File: src/rtl/program_loader_if.sv
// program_loader_if
//   Bundles the byte-stream input and the instruction-RAM write side of the
//   program loader, together with its status lines.
//   Modports:
//     master - the loader itself. It receives in_data/in_valid and drives
//              in_ready, the RAM write port and the status lines.
//     slave  - the environment. It feeds the byte source and observes the
//              RAM write port and the status lines.
//   Signals:
//     in_data    [7:0]            stream byte
//     in_valid                    in_data valid
//     in_ready                    loader accepts a byte when in_valid & in_ready
//     wr_en                       RAM write strobe, one cycle per word
//     wr_addr    [ADDR_WIDTH-1:0] RAM write address
//     wr_data    [31:0]           RAM write data
//     cpu_hold                    holds the CPU in reset while high
//     load_done                   one-cycle pulse when a frame is accepted
//     load_error                  sticky flag: the last frame was rejected
interface program_loader_if #(
  parameter int ADDR_WIDTH = 8
);
  logic [7:0]            in_data;
  logic                  in_valid;
  logic                  in_ready;
  logic                  wr_en;
  logic [ADDR_WIDTH-1:0] wr_addr;
  logic [31:0]           wr_data;
  logic                  cpu_hold;
  logic                  load_done;
  logic                  load_error;

  modport master (
    input  in_data, in_valid,
    output in_ready, wr_en, wr_addr, wr_data, cpu_hold, load_done, load_error
  );

  modport slave (
    output in_data, in_valid,
    input  in_ready, wr_en, wr_addr, wr_data, cpu_hold, load_done, load_error
  );
endinterface

File: src/rtl/program_loader.sv
// program_loader
//   Writer side of the instruction store. It takes a byte-stream program image
//   framed as HEADER, N, N*4 payload bytes (MSB first) and an optional XOR
//   checksum byte. It writes each 32-bit word into the instruction RAM at
//   BASE_ADDR + word index. An N of 0 loads 2**ADDR_WIDTH words. cpu_hold is
//   raised on the cycle after HEADER is taken, so the CPU never fetches a
//   half-written image. It drops only when a frame completes cleanly, or on
//   reset.
//   Optional feature macro: PROGRAM_LOADER_CHECKSUM_EN
//     defined   - a trailing checksum byte (XOR of all payload bytes) is
//                 required. On a mismatch, load_error is set and cpu_hold
//                 stays high.
//     undefined - no checksum byte. DONE follows the last write directly, and
//                 load_error is never set.
//   Ports:
//     clock    system clock; all logic is rising-edge
//     reset_n  asynchronous, active-low reset
//     bus      program_loader_if.master (stream in, RAM write out, status)
//   All outputs are registered.
module program_loader #(
  parameter int         ADDR_WIDTH = 8,
  parameter logic [7:0] HEADER     = 8'hA5,
  parameter int         BASE_ADDR  = 0
) (
  input logic              clock,
  input logic              reset_n,
  program_loader_if.master bus
);

  typedef enum logic [2:0] {
    IDLE,
    COUNT,
    DATA,
    CHECK,
    DONE,
    ERR
  } state_t;

  localparam logic [ADDR_WIDTH-1:0] BASE = ADDR_WIDTH'(BASE_ADDR);
  localparam logic [ADDR_WIDTH-1:0] ONE  = ADDR_WIDTH'(1);

  state_t                state;
  logic [ADDR_WIDTH-1:0] n_words;
  logic [ADDR_WIDTH-1:0] word_cnt;
  logic [1:0]            byte_idx;
  // Only the first three bytes of a word need holding. The fourth byte goes
  // straight into wr_data.
  logic [23:0]           asm_reg;
`ifdef PROGRAM_LOADER_CHECKSUM_EN
  logic [7:0]            csum;
`endif

  logic accept;
  assign accept = bus.in_valid & bus.in_ready;

  always_ff @(posedge clock or negedge reset_n) begin
    if (!reset_n) begin
      state          <= IDLE;
      n_words        <= '0;
      word_cnt       <= '0;
      byte_idx       <= '0;
      asm_reg        <= '0;
`ifdef PROGRAM_LOADER_CHECKSUM_EN
      csum           <= '0;
`endif
      bus.in_ready   <= 1'b1;
      bus.wr_en      <= 1'b0;
      bus.wr_addr    <= BASE;
      bus.wr_data    <= '0;
      bus.cpu_hold   <= 1'b0;
      bus.load_done  <= 1'b0;
      bus.load_error <= 1'b0;
    end else begin
      bus.load_done <= 1'b0;
      case (state)
        // DONE and ERR last one cycle. They keep listening for a HEADER, so a
        // back-to-back frame is not lost.
        IDLE, DONE, ERR: begin
          state <= IDLE;
          if (accept && (bus.in_data == HEADER)) begin
            state          <= COUNT;
            bus.cpu_hold   <= 1'b1;
            bus.load_error <= 1'b0;
          end
        end

        COUNT: begin
          if (accept) begin
            n_words  <= ADDR_WIDTH'(bus.in_data);
            word_cnt <= '0;
            byte_idx <= '0;
`ifdef PROGRAM_LOADER_CHECKSUM_EN
            csum     <= '0;
`endif
            state    <= DATA;
          end
        end

        DATA: begin
          if (bus.wr_en) begin
            // This is the write cycle. in_ready was low, so no byte arrives
            // this cycle.
            bus.wr_en    <= 1'b0;
            bus.in_ready <= 1'b1;
            word_cnt     <= word_cnt + ONE;
            // The compare wraps, so N=0 ends after word 2**ADDR_WIDTH-1.
            if (word_cnt == (n_words - ONE)) begin
`ifdef PROGRAM_LOADER_CHECKSUM_EN
              state         <= CHECK;
`else
              state         <= DONE;
              bus.load_done <= 1'b1;
              bus.cpu_hold  <= 1'b0;
`endif
            end
          end else if (accept) begin
            byte_idx <= byte_idx + 2'd1;
`ifdef PROGRAM_LOADER_CHECKSUM_EN
            csum     <= csum ^ bus.in_data;
`endif
            if (byte_idx == 2'd3) begin
              bus.wr_en    <= 1'b1;
              bus.in_ready <= 1'b0;
              bus.wr_addr  <= BASE + word_cnt;
              bus.wr_data  <= {asm_reg, bus.in_data};
            end else begin
              asm_reg <= {asm_reg[15:0], bus.in_data};
            end
          end
        end

`ifdef PROGRAM_LOADER_CHECKSUM_EN
        CHECK: begin
          if (accept) begin
            if (bus.in_data == csum) begin
              state         <= DONE;
              bus.load_done <= 1'b1;
              bus.cpu_hold  <= 1'b0;
            end else begin
              // cpu_hold stays high, so the CPU never runs a bad image.
              state          <= ERR;
              bus.load_error <= 1'b1;
            end
          end
        end
`endif

        default: state <= IDLE;
      endcase
    end
  end

endmodule
File: src/flat_wrapper.sv
// flat-port wrapper written by rule: the top's interface ports become plain ports
module program_loader_flat 
#(
  parameter int         ADDR_WIDTH = 8,
  parameter logic [7:0] HEADER     = 8'hA5,
  parameter int         BASE_ADDR  = 0
)
  (clock, reset_n, bus_in_data, bus_in_valid, bus_in_ready, bus_wr_en, bus_wr_addr, bus_wr_data, bus_cpu_hold, bus_load_done, bus_load_error);
  program_loader_if #(.ADDR_WIDTH(ADDR_WIDTH)) bus_i ();
  input logic clock;
  input logic reset_n;
  input wire logic [$bits(bus_i.in_data)-1:0] bus_in_data;
  input wire logic [$bits(bus_i.in_valid)-1:0] bus_in_valid;
  output wire logic [$bits(bus_i.in_ready)-1:0] bus_in_ready;
  output wire logic [$bits(bus_i.wr_en)-1:0] bus_wr_en;
  output wire logic [$bits(bus_i.wr_addr)-1:0] bus_wr_addr;
  output wire logic [$bits(bus_i.wr_data)-1:0] bus_wr_data;
  output wire logic [$bits(bus_i.cpu_hold)-1:0] bus_cpu_hold;
  output wire logic [$bits(bus_i.load_done)-1:0] bus_load_done;
  output wire logic [$bits(bus_i.load_error)-1:0] bus_load_error;
  assign bus_i.in_data = bus_in_data;
  assign bus_i.in_valid = bus_in_valid;
  assign bus_in_ready = bus_i.in_ready;
  assign bus_wr_en = bus_i.wr_en;
  assign bus_wr_addr = bus_i.wr_addr;
  assign bus_wr_data = bus_i.wr_data;
  assign bus_cpu_hold = bus_i.cpu_hold;
  assign bus_load_done = bus_i.load_done;
  assign bus_load_error = bus_i.load_error;
  program_loader #(.ADDR_WIDTH(ADDR_WIDTH), .HEADER(HEADER), .BASE_ADDR(BASE_ADDR)) u_core (.clock(clock), .reset_n(reset_n), .bus(bus_i));
endmodule
File: config.mk
export PLATFORM = sky130hd
export DESIGN_NAME = program_loader_flat
export DESIGN_NICKNAME = d
export VERILOG_FILES = /design/src/rtl/program_loader_if.sv /design/src/rtl/program_loader.sv /design/src/flat_wrapper.sv
export SDC_FILE = /design/constraint.sdc
export NUM_CORES = 1
export LEC_CHECK = 0
export CAP_MARGIN = 20
export CELL_PAD_IN_SITES_DETAIL_PLACEMENT = 1
export CELL_PAD_IN_SITES_GLOBAL_PLACEMENT = 2
export CORE_MARGIN = 5
export CORE_UTILIZATION = 40
export CTS_CLUSTER_DIAMETER = 40
export CTS_CLUSTER_SIZE = 20
export DETAILED_ROUTE_END_ITERATION = 10
export GPL_TIMING_DRIVEN = 0
export PLACE_DENSITY = 0.85
export SLEW_MARGIN = 20
export SYNTH_ARGS = -nofsm -noshare
export SYNTH_HDL_FRONTEND = slang
export SYNTH_SLANG_ARGS = --single-unit
File: constraint.sdc
create_clock -name clock -period 2.5 [get_ports clock]
set_input_delay 0.5 -clock clock [delete_from_list [all_inputs] [get_ports clock]]
set_output_delay 0.5 -clock clock [all_outputs]
set_load 0.03 [all_outputs]
Yosys cells after proc, flatten, opt, wreduce, memory -nomap -nowiden
Index checks and enable logic that the tools add are counted.

cells by class
  add/subtract/negate cells = 3
  $mul = 0
  div/mod/pow operators = 0
  $lt $le $gt $ge = 0
  eq/ne operators = 13
  shift operators = 0
  multiplexer cells = 25
  bitwise logic cells = 3
  reductions and logical operators = 15

operator list
  cell                   number
  $mux W8                2
  $pmux W8 S2            1
  $reduce_and A4 Y1      4
  $mux W1                13
  $ne A2 B1 Y1 const B   5
  $mux W3                3
  $pmux W3 S3            1
  $reduce_and A3 Y1      3
  $add A8 B1 Y8 const B  1
  $eq A8 B8 Y1           1
  $eq A8 B8 Y1 const B   1
  $reduce_bool A2 Y1     4
  $sub A8 B1 Y8 const B  1
  $eq A3 B3 Y1 const B   2
  $mux W2                3
  $pmux W2 S2            1
  $eq A3 B1 Y1 const B   1
  $eq A3 B2 Y1 const B   1
  $logic_not A3 Y1       1
  $reduce_or A3 Y1       1
  $add A2 B1 Y2 const B  1
  $eq A2 B2 Y1 const B   1
  $ne A2 B2 Y1 const B   1
  $not A1 Y1             2
  4 further kinds        4

word-level totals
  register bits after elaboration = 89
  bits in latches = 0
  RAM bits = 0
  bits in read-only memories = 0
  bits of input ports = 11
  logic and storage cells = 70
  memories = 0

Logic depth before layout (Yosys ltp)
  word-level depth = 5
  depth in mapped cells = 7
  depth with buffers taken out = 7

Worst setup path after synthesis
Ideal clock, no wire load.

  path kind = reg2reg
  start point = register u_core.bus.in_ready
  end point = register u_core.bus.wr_data[28]
  library setup time = 0.128 ns
  arrival time = 1.645 ns
  slack = 0.727 ns
  stages on the path, launching flop included = 6
  path buffers = 1
  cell sequence = dfstp_2 -> nand2_1 -> nor2_1 -> nand3_2 -> buf_2 -> mux2_1

between the ends
  longest elaborated chain between the ends = 2

ends and longest elaborated chain
  element                      RTL line                 RTL
  start, declared              program_loader_if.sv:34  output in_ready, wr_en, wr_addr, wr_data, cpu_hold, load_done, load_error
  start signal, assigned       program_loader.sv:66     bus.in_ready <= 1'b1;
  start signal, assigned       program_loader.sv:104    bus.in_ready <= 1'b1;
  start signal, assigned       program_loader.sv:123    bus.in_ready <= 1'b0;
  $and A1 B1 Y1                program_loader.sv:54     assign accept = bus.in_valid & bus.in_ready;
  $reduce_and A4 Y1 (no line)  n/a
  end signal, assigned         program_loader.sv:125    bus.wr_data <= {asm_reg, bus.in_data};
  end, declared                program_loader_if.sv:34

Every way passes these cells.
A chain may end at the register's enable or synchronous reset.

Worst setup path in the final report
  start point = register u_core.bus.in_ready
  end point = output bus_in_ready

RTL lines
  element        RTL line            RTL
  end, declared  flat_wrapper.sv:14  output wire logic [$bits(bus_i.in_ready)-1:0] bus_in_ready;

No word-level cell between the ends.

==> results.md <==
- Crit-path cells: clkdlybuf4s50_1
- Max-slew violations: 0
- Rel. slew slack: 63.70%
- Crit Path Category: reg2out
- Worst-case clock skew: around 13 ps
- Final total power: 5.318 mW
- I/O pins: 56
- Logic pwr share: 38.9%
- Commonest non-fill, non-tap cell in the layout: dfrtp_1
- Largest net degree at the start of global routing: 51
- Critical path peak fanout: 4
- Hold Vio Cnt, Final: 0
- Synth Instances: 282
- Via count of the routed design: 2419
- Initial antenna violation count: 0
- Layout cells sized above 1: 27.76%
- FP Rows: 35
- Power Density: 1134 mW/mm2
- Status: finished, final reports clean
- Worst slew pin tran: around 540 ps
- Placed Area: 0.004509 mm2
- Final core utilization: between 50% and 60%
- Min Clock Period, post-route: 2104 ps
- Clk Tree Root Cell: clkbuf_8
- Pre-CTS setup slack: 8.922 ps
- ANT nets after route: 0
- Final setup fails: 0
- Number of global-route vias before repair: 2717
- Netlist cell types: 41
- PortBufs: 54
- Die area: about 0.012 mm2
- Critical path endpoint category: output port
- Syn nets: between 200 and 300
- Final WS setup: 395.9 ps
- Sequential power share: 43.6%
- Post-CTS Setup Inserts: 0
- Via density: 5.019
- Worst path bufs/invs: 1
- Worst-path clk slew: 100 ps
- Area delta synth->final: 23.95%
- Hold buffer count at cts: 0
- Starting density of the core: 40.93%
- Yosys warnings: 0
- Remaining Overflow, GRT: 0
- Final worst-path cycle share: 84.16%
- Die X-Extent: 107.2 um
- Crit path arrival time: 1600 ps
- Clk pwr share: 17.5%
- H-Tree Depth: 3
- First drt pass iteration count: 4
- Final nets: 362
- Syn Area/Cell: ~13 um2
- Placer congestion estimate: 0.7598
- Core Area: 0.009240 mm2
- CP startpoint kind: flop
- CP Launch Point: u_core.bus.in_ready$_DFFE_PN1P_
- Synth Register Bits: 89
- First-pass GRT wire length: between 10000 and 15000 um
- Design internal power: 3.365 mW
- Post-synthesis cell area: 0.003782 mm2
- MaxCap Viol Count: 0
- Commonest non-fill, non-tap cells in the layout: dfrtp_1 (88), mux2_2 (63), clkdlybuf4s50_1 (53), nand2_1 (11), nor2_1 (11)
- CTS tree: built
- Starting DRT DRC Count: 43
- DRC: 0
- Detailed Route WL: 8407 um
- DP Cell Count: 466
- Layout Cells excl Fill: slightly below 500
- CP peak stage delay: 670 ps
- Sw Pwr: 1.953 mW
- RSZ-0062 raised after global routing: no
- Routed len/inst: 17.44 um
- Worst-Skew Late Latency: 370 ps
- Worst R2R Start: u_core.n_words[0]$_DFFE_PN0P_
- Clk sinks: around 90
- Critical path's slowest cell: clkdlybuf4s50_1
- CTS max path bufs: 2
- # resized after CTS: 0
- Top Family by Delay on Critical Path: buffers and inverters
- # diodes: 0
- Sequential cell area fraction in the yosys report: between 50% and 60%
- Maximum vdd drop: between 0.6 and 0.7 mV
- Type of the most critical hold path: in2async
- Leakage power: 2.039 nW
- Detailed Place HPWL: 6065 um
- Global Route Usage Sum: about 16%
- Net Sw Frac: 36.73%
- Largest register FFs: 32
- TritonCTS buffer count: 9
- Final instance area: 0.004688 mm2
- Worst EP required: 2000 ps
- Achievable frequency: 475.3 MHz
- Die H: roughly 110 um
==> cells in the mapped netlist <==
| cell | n | area, um2 |
|---|---|---|
| dfrtp_1 | 88 | 2202 |
| mux2_2 | 63 | 709.4 |
| nand2_1 | 11 | 41.29 |
| nor2_1 | 11 | 41.29 |
| o21ai_0 | 10 | 50.05 |
| buf_2 | 9 | 45.04 |
| inv_1 | 8 | 30.03 |
| a21oi_1 | 7 | 35.03 |
| xnor2_1 | 7 | 61.31 |
| xor2_1 | 7 | 61.31 |
| and3_1 | 5 | 31.28 |
| mux2_1 | 5 | 56.30 |
| nand3_1 | 5 | 25.02 |
| nor3_1 | 5 | 25.02 |
| buf_4 | 4 | 30.03 |
| nand2b_1 | 4 | 25.02 |
| ha_1 | 3 | 37.54 |
| nand4_1 | 3 | 18.77 |
| o21bai_1 | 3 | 22.52 |
| a211oi_1 | 2 | 15.01 |
| and2_1 | 2 | 12.51 |
| a211oi_2 | 1 | 12.51 |
| a22o_1 | 1 | 8.760 |
| a22oi_1 | 1 | 7.510 |
| a31oi_1 | 1 | 6.260 |
| a32o_1 | 1 | 10.01 |
| a41oi_1 | 1 | 8.760 |
| and4_1 | 1 | 8.760 |
| conb_1 | 1 | 3.750 |
| dfstp_2 | 1 | 26.28 |
| nand3_2 | 1 | 10.01 |
| nand3b_1 | 1 | 7.510 |
| nand3b_2 | 1 | 11.26 |
| nand4b_1 | 1 | 8.760 |
| nand4bb_1 | 1 | 11.26 |
| nor2b_1 | 1 | 6.260 |
| nor4_4 | 1 | 21.27 |
| nor4bb_1 | 1 | 10.01 |
| o2111ai_1 | 1 | 8.760 |
| o211a_1 | 1 | 10.01 |
| o31a_1 | 1 | 8.760 |
==> final timing paths <==
kind,to,slack (ps),depth (start not counted)
worst max-delay path,bus_in_ready,400,1
worst min-delay path,u_core.bus.wr_data[16]$_DFFE_PN0P_,100,1
worst max register to register,u_core.bus.cpu_hold$_DFFE_PN0P_,450,7
worst min register to register,u_core.asm_reg[19]$_DFFE_PN0P_,490,1
max in group asynchronous,u_core.bus.in_ready$_DFFE_PN1P_,1700,2
min in group clock,u_core.asm_reg[19]$_DFFE_PN0P_,490,1
==> through the flow <==
stage / setup TNS (ps) / hold slack (ps)
after detailed placement: 0 / 481.6
after global placement: -206870 / 465.4
final: 0 / 103.1
after global routing: 0 / 127.2
after floorplan: 0 / 204.4
after CTS: 0 / 103.3
==> cell type report <==
cell class                      instances  area [um2]
Fill cell                             963        4552
Sequential cell                        89        2228
Multi-Input combinational cell        172        1449
Timing Repair Buffer                   55       565.5
Tap cell                              129       161.4
Clock buffer                           10       127.6
Buffer                                 13       75.07
Clock inverter                          6       51.30
Inverter                                8       30.03
==> routing by layer <==
layer | part of all wire, % | vias to the layer above | wire (um) | track usage, %
li1 | - | 1124 | - | -
met5 | 0 | - | 0 | 0
met2 | 51 | 37 | 4246 | 26.72
met3 | 2.9 | 13 | 241 | 3.311
met4 | 2.0 | 0 | 168 | 6.941
met1 | 45 | 1245 | 3750 | 20.28
==> power by group through the flow <==
| stage | registers [mW] | logic, mW | clock network [mW] |
|---|---|---|---|
| detailed placement | 2.36 | 2.09 | 0 |
| global placement | 2.33 | 2.03 | 0 |
| finish | 2.32 | 2.07 | 0.933 |
| global route | 2.41 | 2.20 | 1.03 |
| floorplan | 2.83 | 0.737 | 0 |
| CTS | 2.33 | 2.10 | 0.958 |
==> cells by family (layout without fill, tap and decap cells) <==
family / after synthesis / in the layout / synth area share (%)
flip-flops: 89 / 89 / 58.92
multiplexers: 68 / 68 / 20.24
AND/OR/NAND/NOR: 55 / 55 / 8.336
AO/OA/AOI/OAI: 31 / 31 / 5.392
buffers and inverters: 21 / 92 / 2.779
XOR/XNOR: 14 / 14 / 3.242
adder cells (fa/ha/maj): 3 / 3 / 0.9925
other: 1 / 1 / 0.09914
Note: power is estimated with default switching activity, not from simulation.
